`config.mk`:
```
export PLATFORM = sky130hd
export DESIGN_NAME = page_scheduler_flat
export DESIGN_NICKNAME = d
export VERILOG_FILES = /design/src/rtl/page_scheduler_if.sv /design/src/rtl/page_scheduler.sv /design/src/flat_wrapper.sv
export SDC_FILE = /design/constraint.sdc
export NUM_CORES = 1
export LEC_CHECK = 0
export BUFFER_PORTS_ARGS = -buffer_cell sky130_fd_sc_hd__buf_4
export CAP_MARGIN = 20
export CORE_MARGIN = 8
export CORE_UTILIZATION = 42
export CTS_BUF_LIST = sky130_fd_sc_hd__clkbuf_8 sky130_fd_sc_hd__clkbuf_16
export DETAILED_ROUTE_END_ITERATION = 8
export GPL_ROUTABILITY_DRIVEN = 0
export PLACE_DENSITY = 0.87
export REMOVE_ABC_BUFFERS = 1
export SLEW_MARGIN = 20
export SYNTH_ARGS = -nofsm -noshare
export SYNTH_HDL_FRONTEND = slang
export SYNTH_SLANG_ARGS = --single-unit
```
`constraint.sdc`:
```
create_clock -name prog_clk -period 3.7 [get_ports prog_clk]
set_input_delay 0.185 -clock prog_clk [delete_from_list [all_inputs] [get_ports prog_clk]]
set_output_delay 0.185 -clock prog_clk [all_outputs]
set_load 0.02 [all_outputs]
```
`src/rtl/page_scheduler_if.sv`:
```
// rtl/page_scheduler_if.sv - shared page bus between the page scheduler and the page modules
// Scheduler drives the master side; pages and the display front end sit on the slave side.
interface page_scheduler_if #(
  parameter int N_PAGES = 4,
  parameter int IDX_W   = $clog2(N_PAGES),
  parameter int UI_W    = 8,
  parameter int TEXT_W  = 32
);
  logic [UI_W-1:0]                 user_in;
  logic [N_PAGES-1:0][IDX_W-1:0]   page_state;
  logic [N_PAGES-1:0][TEXT_W-1:0]  page_text;
  logic [N_PAGES-1:0]              page_rst;
  logic [N_PAGES-1:0][UI_W-1:0]    page_in;
  logic [IDX_W-1:0]                cur_state;
  logic [TEXT_W-1:0]               screen;
  logic                            busy;
  logic                            err;

  modport master (
    input  user_in, page_state, page_text,
    output page_rst, page_in, cur_state, screen, busy, err
  );

  modport slave (
    output user_in, page_state, page_text,
    input  page_rst, page_in, cur_state, screen, busy, err
  );
endinterface

```
`src/rtl/page_scheduler.sv`:
```
// rtl/page_scheduler.sv - owns the current TopState and hands the screen and user input to one page at a time
// A switch runs ENTER -> CLEAR -> RELEASE -> ACTIVE so the new page starts clean on a blank screen.
module page_scheduler #(
  parameter int N_PAGES      = 4,
  parameter int CLEAR_CYCLES = 2,
  parameter int IDX_W        = $clog2(N_PAGES),
  parameter int UI_W         = 8,
  parameter int TEXT_W       = 32
) (
  input  logic             clk,
  input  logic             prog_clk,
  input  logic             rst,
  page_scheduler_if.master bus
);
  localparam int CNT_W = $clog2(CLEAR_CYCLES + 1);
  localparam logic [IDX_W:0] N_PAGES_EXT = (IDX_W + 1)'(N_PAGES);

  typedef enum logic [1:0] {ENTER, CLEAR, RELEASE, ACTIVE} state_e;

  state_e                     state_q, state_d;
  logic [IDX_W-1:0]           target_q, target_d;
  logic [IDX_W-1:0]           cur_state_q, cur_state_d;
  logic [N_PAGES-1:0]         page_rst_q, page_rst_d;
  logic [TEXT_W-1:0]          screen_q, screen_d;
  logic                       err_q, err_d;
  logic [CNT_W-1:0]           cnt_q, cnt_d;
  logic [IDX_W-1:0]           req;
  logic [N_PAGES-1:0][UI_W-1:0] page_in_c;
  logic                       unused_clk;

  assign unused_clk = clk;
  // Only the granted page may ask for a new TopState.
  assign req = bus.page_state[cur_state_q];

  always_comb begin
    state_d     = state_q;
    target_d    = target_q;
    cur_state_d = cur_state_q;
    page_rst_d  = '0;
    screen_d    = '0;
    err_d       = err_q;
    cnt_d       = cnt_q;
    page_in_c   = '0;
    case (state_q)
      ENTER: begin
        cur_state_d = target_q;
        page_rst_d  = N_PAGES'(1) << target_q;
        screen_d    = screen_q;
        cnt_d       = '0;
        state_d     = CLEAR;
      end
      CLEAR: begin
        cnt_d = cnt_q + 1'b1;
        if (cnt_q == CNT_W'(CLEAR_CYCLES - 1)) state_d = RELEASE;
      end
      RELEASE: begin
        // Keeps the key that caused the switch from reaching the new page.
        if (bus.user_in == '0) state_d = ACTIVE;
      end
      ACTIVE: begin
        screen_d                = bus.page_text[cur_state_q];
        page_in_c[cur_state_q]  = bus.user_in;
        if (req != cur_state_q) begin
          if ({1'b0, req} < N_PAGES_EXT) begin
            target_d = req;
            state_d  = ENTER;
          end else begin
            err_d = 1'b1;
          end
        end
      end
      default: state_d = ENTER;
    endcase
  end

  always_ff @(posedge prog_clk) begin
    if (rst) begin
      state_q     <= ENTER;
      target_q    <= '0;
      cur_state_q <= '0;
      page_rst_q  <= '0;
      screen_q    <= '0;
      err_q       <= 1'b0;
      cnt_q       <= '0;
    end else begin
      state_q     <= state_d;
      target_q    <= target_d;
      cur_state_q <= cur_state_d;
      page_rst_q  <= page_rst_d;
      screen_q    <= screen_d;
      err_q       <= err_d;
      cnt_q       <= cnt_d;
    end
  end

  assign bus.page_rst  = page_rst_q;
  assign bus.page_in   = page_in_c;
  assign bus.cur_state = cur_state_q;
  assign bus.screen    = screen_q;
  assign bus.busy      = (state_q != ACTIVE);
  assign bus.err       = err_q;
endmodule

```
`src/flat_wrapper.sv`:
```
// flat-port wrapper written by rule: the top's interface ports become plain ports
module page_scheduler_flat 
#(
  parameter int N_PAGES      = 4,
  parameter int CLEAR_CYCLES = 2,
  parameter int IDX_W        = $clog2(N_PAGES),
  parameter int UI_W         = 8,
  parameter int TEXT_W       = 32
)
  (clk, prog_clk, rst, bus_user_in, bus_page_state, bus_page_text, bus_page_rst, bus_page_in, bus_cur_state, bus_screen, bus_busy, bus_err);
  page_scheduler_if #(.N_PAGES(N_PAGES), .IDX_W(IDX_W), .UI_W(UI_W), .TEXT_W(TEXT_W)) bus_i ();
  input  logic clk;
  input  logic prog_clk;
  input  logic rst;
  input wire logic [$bits(bus_i.user_in)-1:0] bus_user_in;
  input wire logic [$bits(bus_i.page_state)-1:0] bus_page_state;
  input wire logic [$bits(bus_i.page_text)-1:0] bus_page_text;
  output wire logic [$bits(bus_i.page_rst)-1:0] bus_page_rst;
  output wire logic [$bits(bus_i.page_in)-1:0] bus_page_in;
  output wire logic [$bits(bus_i.cur_state)-1:0] bus_cur_state;
  output wire logic [$bits(bus_i.screen)-1:0] bus_screen;
  output wire logic [$bits(bus_i.busy)-1:0] bus_busy;
  output wire logic [$bits(bus_i.err)-1:0] bus_err;
  assign bus_i.user_in = bus_user_in;
  assign bus_i.page_state = bus_page_state;
  assign bus_i.page_text = bus_page_text;
  assign bus_page_rst = bus_i.page_rst;
  assign bus_page_in = bus_i.page_in;
  assign bus_cur_state = bus_i.cur_state;
  assign bus_screen = bus_i.screen;
  assign bus_busy = bus_i.busy;
  assign bus_err = bus_i.err;
  page_scheduler #(.N_PAGES(N_PAGES), .CLEAR_CYCLES(CLEAR_CYCLES), .IDX_W(IDX_W), .UI_W(UI_W), .TEXT_W(TEXT_W)) u_core (.clk(clk), .prog_clk(prog_clk), .rst(rst), .bus(bus_i));
endmodule
```
* Word level (Yosys, flattened, before mapping)
Index checks and enable logic that the tools add are counted.
Cells by class: shifts and indexed selects 1, bitwise operators 2, multiplexer cells 13, eq/ne operators 9, $lt $le $gt $ge 2, reduce and logical (&&, ||, !) cells 7, $add $sub $neg 1
Operator list (number):
- binary-select mux 32 bit (select 2 bit) | 1
- 2-to-1 mux 32 bit | 2
- case mux 32 bit (2 select lines) | 1
- bitwise AND 32 bit | 1
- demux 8 bit (select 2 bit) | 1
- zero test 8 bit | 1
- 2-to-1 mux 2 bit | 4
- 2-to-1 mux 8 bit | 1
- case mux 2 bit (4 select lines) | 1
- != test 2 x 1 -> 1 bit (second input constant) | 3
- binary-select mux 2 bit (select 2 bit) | 1
- == test 2 x 1 -> 1 bit (second input constant) | 2
- == test 2 bit (second input constant) | 2
- case mux 2 bit (2 select lines) | 1
- << shifter 1 x 2 -> 4 bit (first input constant) | 1
- < comparator 2 x 3 -> 1 bit (second input constant) | 1
- AND reduction 3 bit | 1
- adder 2 x 1 -> 2 bit (second input constant) | 1
- greater-or-equal comparator 2 x 1 -> 1 bit (second input constant) | 1
- zero test 2 bit | 1
- != test 2 bit | 1
- != test 2 bit (second input constant) | 1
- AND reduction 2 bit | 1
- nonzero test 2 bit | 1
- 3 further kinds | 3
Storage, ports and cells: word-level logic and storage cells 41, bits of input ports 147, flip-flop bits (word level) 44

* Logic depth before layout (Yosys ltp)
Gate-level depths: netlist (run 1).
depth in word-level cells 6, depth in mapped cells 8

* Worst setup path before layout (run 1)
OpenSTA, ideal clock, no wires.
path type register -> register, start register u_core.cur_state_q[0] (netlist: u_core.bus.cur_state[0]), end register u_core.screen_q[20] (netlist: u_core.bus.screen[20]), path buffers 2, path slack 2026 ps, clock period less this slack 1674 ps, arrival time 1557 ps, required time 3583 ps, stages on the path, launching flop included 5, cells stage by stage dfxtp_1 > buf_6 > buf_2 > mux4_2 > a22o_1
Between the ends: word-level cells in the longest chain between the ends 3
RTL lines:
- start: declaration | line page_scheduler.sv:22 | logic [IDX_W-1:0] cur_state_q, cur_state_d;
- start signal: assignment | line page_scheduler.sv:88 | cur_state_q <= cur_state_d;
- binary-select mux 32 bit (select 2 bit) | line page_scheduler.sv:61 | screen_d = bus.page_text[cur_state_q];
- 2-to-1 mux 32 bit (not written as such) | line page_scheduler.sv:61
- case mux 32 bit (2 select lines) | line page_scheduler.sv:44 | case (state_q)
- end signal: assignment | line page_scheduler.sv:90 | screen_q <= screen_d;
- end: declaration | line page_scheduler.sv:24 | logic [TEXT_W-1:0] screen_q, screen_d;
No other way between the ends. The select of a mux whose other input is x is not followed. A chain may end at the register's enable or synchronous reset.

* Worst setup path in the final report (run 1)
start register u_core.state_q[0], end register u_core.screen_q[4] (netlist: u_core.bus.screen[4])
Between the ends: word-level cells in the longest chain between the ends 2
RTL lines:
- start: declaration | line page_scheduler.sv:20 | state_e state_q, state_d;
- start signal: assignment | line page_scheduler.sv:86 | state_q <= state_d;
- == test 2 bit or zero test 2 bit (tied branches) | line page_scheduler.sv:44
- case mux 32 bit (2 select lines) | line page_scheduler.sv:44
Parallel ways exist; a longest one is shown, timed or not.

==> results of run 1 <==
==> cell usage after synthesis, drive strengths merged (2+ instances only) <==
library cell,count
a21oi,2
nand3,2
inv,5
nor2,38
nor4,2
ha,6
o21ai,2
nand2b,6
dfxtp,44
nand2,11
mux2i,5
buf,14
clkbuf,9
mux4,34
nand4,2
or4bb,2
a22o,32
==> worst max path at each step <==
stage                            startpoint                    end  slack [ps]  cells past startpoint
after floorplan           u_core.state_q[0]  u_core.bus.screen[30]         710                      4
after global placement    u_core.state_q[0]  u_core.bus.screen[10]        1520                      5
after detailed placement  u_core.state_q[0]  u_core.bus.screen[15]        1470                      5
after CTS                 u_core.state_q[0]   u_core.bus.screen[2]        1470                      5
after global routing      u_core.state_q[0]  u_core.bus.screen[13]        1300                      5
final                     u_core.state_q[0]   u_core.bus.screen[4]        1450                      5
==> cell type report <==
type / count / area (sq um)
tap: 75 / 93.8
clock inverter: 2 / 38.8
clock buffer: 6 / 82.6
timing repair buffer: 219 / 1660
multi-input combinational: 156 / 1580
fill: 417 / 1600
sequential: 44 / 883
inverter: 5 / 18.8
==> flip-flops by register name (all words and copies together), names as in the netlist <==
register,cells
u_core.bus.cur_state,2
u_core.bus.page_rst,4
u_core.bus.screen,32
u_core.cnt_q,2
u_core.state_q,2
u_core.target_q,2
==> cell families (layout without fill, tap and decap cells) <==
logic type	Yosys count	after routing	synth area share
AOI/OAI and AO/OA	39	39	0.126
other	1	1	0.00145
DFF	44	44	0.340
buffers and inverters	28	232	0.0527
and+or+nand+nor	71	71	0.136
muxes	39	39	0.315
adders and majority gates	6	6	0.0290
==> power by group <==
group          total (uW)  internal (uW)  switching (uW)
clock                 384            221             163
sequential            536            505            30.6
combinational         478            255             223
total                1400            981             417
==> layer usage <==
metal | part of all wire | vias to the layer above | GRT usage
met5 | 0 | - | 0
met2 | 0.50 | 164 | 0.402
li1 | - | 1275 | -
met4 | 0.018 | 0 | 0.0689
met1 | 0.35 | 1298 | 0.227
met3 | 0.13 | 13 | 0.106
==> worst max-delay path, stage by stage, from the launching register on <==
cell	delay (ps)
dfxtp_1	390
ha_1	410
inv_1	150
nor3_2	700
buf_4	380
a22o_1	160
==> through the flow <==
| stage | util | total power [uW] |
|---|---|---|
| after floorplan | - | 793 |
| after global placement | 0.711 | 1010 |
| after detailed placement | 0.711 | 1030 |
| after CTS | 0.731 | 1410 |
| after global routing | 0.731 | 1470 |
| final | 0.731 | 1400 |
==> impl_metrics.ini, run 1 <==
[setup_path]
timing.critical_path.fanout_max = 20
worst-endpoint-arrival_ps = 2490
rr_worst_depth = 5
critPathLaunchType = register
reg2reg_setup_slack_ps = 1450
worst-endpoint-required_ps = 3940
r2r_end = u_core.bus.screen[4]
startpoint_of_the_worst_register_to_register_path = u_core.state_q[0]
timing_worst_setup_path_type = reg2reg
crit_path_end_kind = register

[die]
die_height_um = 94.5
dieWidth_um = 94.5
floorplan.io_pins = 219
fp.coreArea_sq_mm = 0.00596
rows = 28
area_of_the_die_sq_mm = 0.00893
initial_core_util = 0.435

[clocking]
clk-insertion-delay-late_ps = 290
path_clk_slew_ps = 80
number_of_buffers_inserted_during_clock_tree_synthesis = 5
clockBufferDepth = 2
cts_setup_buffers = 0
clockRootBuffer = clkbuf_8
cts_hold_repair.buffers = 0
post_cts_resized = 0
cts_num_sinks = 44
ctsHtreeMaxLevel = 2
tritoncts_clock_tree = done

[sta]
fmax_ghz = 0.444
finalCritPeriodShare = 0.608
final_period_minus_worst_setup_slack_ps = 2250
setup_total_negative_slack_ps = 0
whs_ps = 139
post_route_setup_slack_ps = 1450
finalHoldViolCount = 0
final-setup-viol-count = 0
maximum_clock_skew_at_final_layout_ps = 5.24
grt_setup_unrepaired = false
worst_case_headroom_to_the_max_slew_limit = 0.349
finalMaxSlewViolations = 0
worst_slew_pin_slew_ps = 977

[min_path]
worstHoldEndpoint = u_core.target_q[1]
hold_path.class = in2reg
hp-start = rst
whs_path_depth = 2

[cells_and_area]
layout_common_cells = 218 x buf_4, 42 x dfxtp_1, 38 x nor2_1, 34 x mux4_2, 32 x a22o_1
post_route_cell_area_sq_mm = 0.00435
fin_cells = 507
layout.cells.most_common = buf_4
area_growth_pct = 68.1
drive_above_1_share = 0.623
n_antenna_cell = 0
finalNetCount = 584

[drt]
detail_route.iter0.violations = 79
drt-vias-per-instance = 5.42
drt_first_pass_iters = 5
detail_route.wl_per_cell_um = 20.4
antenna_violating_nets_post_route = 0
total_routed_length_um = 10400
routed-via-count = 2750
drt_drc_violations_left = 0

[placed_design]
detailed_place_hpwl_um = 8690
dpl_cell_area_sq_mm = 0.00423
dp_cells = 499
dp_worst_setup_slack_ps = 1470
placement.io_buffers = 216

[grt]
global_route_wire_length_before_repair_um = 15700
first_global_vias = 3000
grt_remaining_overflow = 0
grt_util_all_layers = 0.225
grt_antenna_before_repair = 0
grt_start_max_net_pins = 45

[pwr]
static-leakage-power_uw = 0.00199
worst_ir_drop_vdd_uv = 210
power.density_cell_area_mw_per_mm2 = 321

[synth]
synth.top_cells.by_area = dfxtp_1 34%, mux4_2 30%, a22o_1 11%
netlist_area_sq_mm = 0.00259
flip_flop_and_latch_count_after_synthesis = 44
synthDominantAreaCellType = dfxtp_1
netlist_instances = 228
postSynthAreaPerCell_sq_um = 11.4
synth_edf_count = 0
synthArstFlopShare = 0
ys_types = 31
synthFlopType = dfxtp_1
ys_warn_count = 0
synthDominantCellAreaShare = 0.340
synth.yosys.seq_area_share = 0.340

[flow_run]
drv.max_cap_violation_count = 0

[outcome]
status = finished clean
Note: power is estimated with default switching activity, not from simulation.
==> run 2, diff against run 1 <==
--- a/config.mk
+++ b/config.mk
@@ -5,14 +5,15 @@
 export SDC_FILE = /design/constraint.sdc
 export NUM_CORES = 1
 export LEC_CHECK = 0
+export ABC_AREA = 1
 export BUFFER_PORTS_ARGS = -buffer_cell sky130_fd_sc_hd__buf_4
 export CAP_MARGIN = 20
 export CORE_MARGIN = 8
-export CORE_UTILIZATION = 42
+export CORE_UTILIZATION = 39
 export CTS_BUF_LIST = sky130_fd_sc_hd__clkbuf_8 sky130_fd_sc_hd__clkbuf_16
 export DETAILED_ROUTE_END_ITERATION = 8
 export GPL_ROUTABILITY_DRIVEN = 0
-export PLACE_DENSITY = 0.87
+export PLACE_DENSITY = 0.81
 export REMOVE_ABC_BUFFERS = 1
 export SLEW_MARGIN = 20
 export SYNTH_ARGS = -nofsm -noshare
==> constraint.sdc (replaced) <==
create_clock -name prog_clk -period 2.2 [get_ports prog_clk]
set_input_delay 0.11 -clock prog_clk [delete_from_list [all_inputs] [get_ports prog_clk]]
set_output_delay 0.11 -clock prog_clk [all_outputs]
set_load 0.02 [all_outputs]
==> run 2 against run 1 <==
  * Sequential power is 70% higher
  * Critical path depth is 1 higher
  * Worst setup slack worse by 1200 ps
  * Combinational power is 110% higher
  * Global-route usage is 0.60 points lower
  * First-iteration DRC count is 51% higher
  * Sequential share of layout area is 0.41 points lower
  * Via count is 29% higher
  * Clock skew hardly changed
  * Clock power is 62% higher
  * Area after synthesis is 0.34% higher
==> impl_metrics.ini, run 2 <==
[cells_and_area]
multi_input_combinational_cell_area_sq_mm = 0.00153
largest_register_ffs = 32
finalNetCount = 763
n_antenna_cell = 0
layout.area.seq_sq_um = 881
layout.cells.most_common = buf_4
fillerInstances = 558
drive_above_1_share = 0.403
layout_common_cells = 231 x buf_4, 156 x nand2_1, 52 x nor2_1, 44 x dfxtp_1, 28 x nand4_1
area_growth_pct = 70.5

[setup_path]
critPathLaunchType = register
timing_worst_setup_path_type = reg2out
worst-endpoint-arrival_ps = 1860
crit_path_end_kind = output port
timing.critical_path.fanout_max = 16
worst-endpoint-required_ps = 2090

[synth]
flip_flop_and_latch_count_after_synthesis = 44
synthDominantCellAreaShare = 0.339
postSynthAreaPerCell_sq_um = 6.55
netlist_area_sq_mm = 0.00260
yosys.area_share.simple = 0.395
ys_warn_count = 0
fraction_of_the_mapped_netlist_area_in_compound_gates = 0.160
synthArstFlopShare = 0
synth.yosys.seq_area_share = 0.339
synthMostInstantiatedCell = nand2_1
netlist_top_cells_count = 156 x nand2_1, 55 x nor2_1, 44 x dfxtp_1
synthFlopType = dfxtp_1
synth.top_cells.by_area = dfxtp_1 34%, nand2_1 23%, a32o_1 10%
synth-xor-area-share = 0
netlist_instances = 397
dominant_combinational_cell_family_by_area_after_synthesis = simple AND/OR/NAND/NOR gates
ys_types = 22
synthMuxAreaShare = 0
synth_fa_ha_area_frac = 0.0289
synthDominantAreaCellType = dfxtp_1
synth_edf_count = 0

[placed_design]
placement.io_buffers = 216
detailed_place_hpwl_um = 9150
dp_worst_setup_slack_ps = 325

[clocking]
clockRootBuffer = clkbuf_8
number_of_buffers_inserted_during_clock_tree_synthesis = 5
cts_setup_buffers = 0
tritoncts_clock_tree = done
post_cts_resized = 1
ctsHtreeMaxLevel = 2
clockBufferDepth = 2
clk-insertion-delay-late_ps = 290
cts_hold_repair.buffers = 0
path_clk_slew_ps = 90
cts_num_sinks = 44

[sta]
worst_slew_pin_slew_ps = 505
maximum_clock_skew_at_final_layout_ps = 4.92
fmax_ghz = 0.507
worst_case_headroom_to_the_max_slew_limit = 0.663
finalHoldViolCount = 0
final-setup-viol-count = 0
finalMaxSlewViolations = 0
final_period_minus_worst_setup_slack_ps = 1970
grt_setup_unrepaired = false
post_route_setup_slack_ps = 228
finalCritPeriodShare = 0.896

[min_path]
hold_path.class = in2reg

[die]
initial_core_util = 0.407
rows = 29
dieWidth_um = 97.6
area_of_the_die_sq_mm = 0.00953
die_height_um = 97.6
fp.coreArea_sq_mm = 0.00639
floorplan.io_pins = 219

[pwr]
static-leakage-power_uw = 0.00218
worst_ir_drop_vdd_uv = 372
power.density_cell_area_mw_per_mm2 = 571
power_uw = 2530

[grt]
grt_util_all_layers = 0.218
grt_remaining_overflow = 0
grt_antenna_before_repair = 0
grt_start_max_net_pins = 17
first_global_vias = 3462
global_route_wire_length_before_repair_um = 17400

[drt]
drt_drc_violations_left = 0
routed-via-count = 3534
antenna_violating_nets_post_route = 0
drt_first_pass_iters = 5
total_routed_length_um = 11100
detail_route.wl_per_cell_um = 16.1
detail_route.iter0.violations = 119
drt-vias-per-instance = 5.14

[outcome]
status = finished clean

[flow_run]
drv.max_cap_violation_count = 0
-- run 2: cell count changes after synthesis, moves of 17 or more --
| cell | previous run | this run |
|---|---|---|
| mux4_2 | 34 | 0 |
| nand2_1 | 11 | 156 |
| nor2_1 | 38 | 55 |
| a32o_1 | 0 | 27 |
| a22o_1 | 32 | 0 |
| nand4_1 | 0 | 28 |
-- run 2: path summary, 6_finish.rpt --
kind	startpoint	to	slack, ps	depth (start not counted)
setup / recovery	u_core.bus.cur_state[0]	bus_page_in[14]	230	6
hold / removal	rst	u_core.cnt_q[1]	30	2
setup reg to reg	u_core.state_q[0]	u_core.bus.page_rst[3]	540	7
hold reg to reg	u_core.target_q[1]	u_core.bus.page_rst[1]	470	1
-- run 2: critical path: stages (launching register included) --
cell	delay, ps
dfxtp_1	360
inv_2	130
nor2_4	330
buf_4	300
inv_1	170
nor2_1	120
buf_4	150
-- run 2: layout make-up --
type,count,share of cell area
Multi-Input combinational cell,309,0.346
Inverter,19,0.0161
Sequential cell,44,0.199
Timing Repair Buffer,231,0.391
Tap cell,77,0.0217
Clock inverter,3,0.0104
Clock buffer,5,0.0155
-- run 2: layer usage --
metal,GRT usage,routed length [um],share of wire,vias up
li1,-,-,-,1757
met1,0.238,4010,0.36,1624
met2,0.415,6140,0.55,149
met3,0.0576,879,0.079,4
met4,0.0303,46,0.0042,0
met5,0,0,0,-
-- run 2: cells by family (layout without fill, tap and decap cells) --
logic type,after synthesis,in the layout
adders and majority gates,6,6
buffers and inverters,44,258
AOI/OAI and AO/OA,52,52
other,1,1
and+or+nand+nor,250,250
DFF,44,44
-- run 2: per-stage QoR --
step	setup TNS, ps	utilization	instance area, sq um	cells	hold WS (ps)
floorplan	-3120	-	2470	372	179
global placement	0	0.675	4310	680	332
detailed placement	0	0.675	4310	680	336
CTS	0	0.694	4430	688	22.6
global route	0	0.694	4430	688	22.6
finish	0	0.694	4430	688	33.2
-- run 2: power by group --
group / switching, uW / internal, uW
combinational: 547 / 452
clock: 280 / 342
sequential: 45.7 / 864
total: 873 / 1660
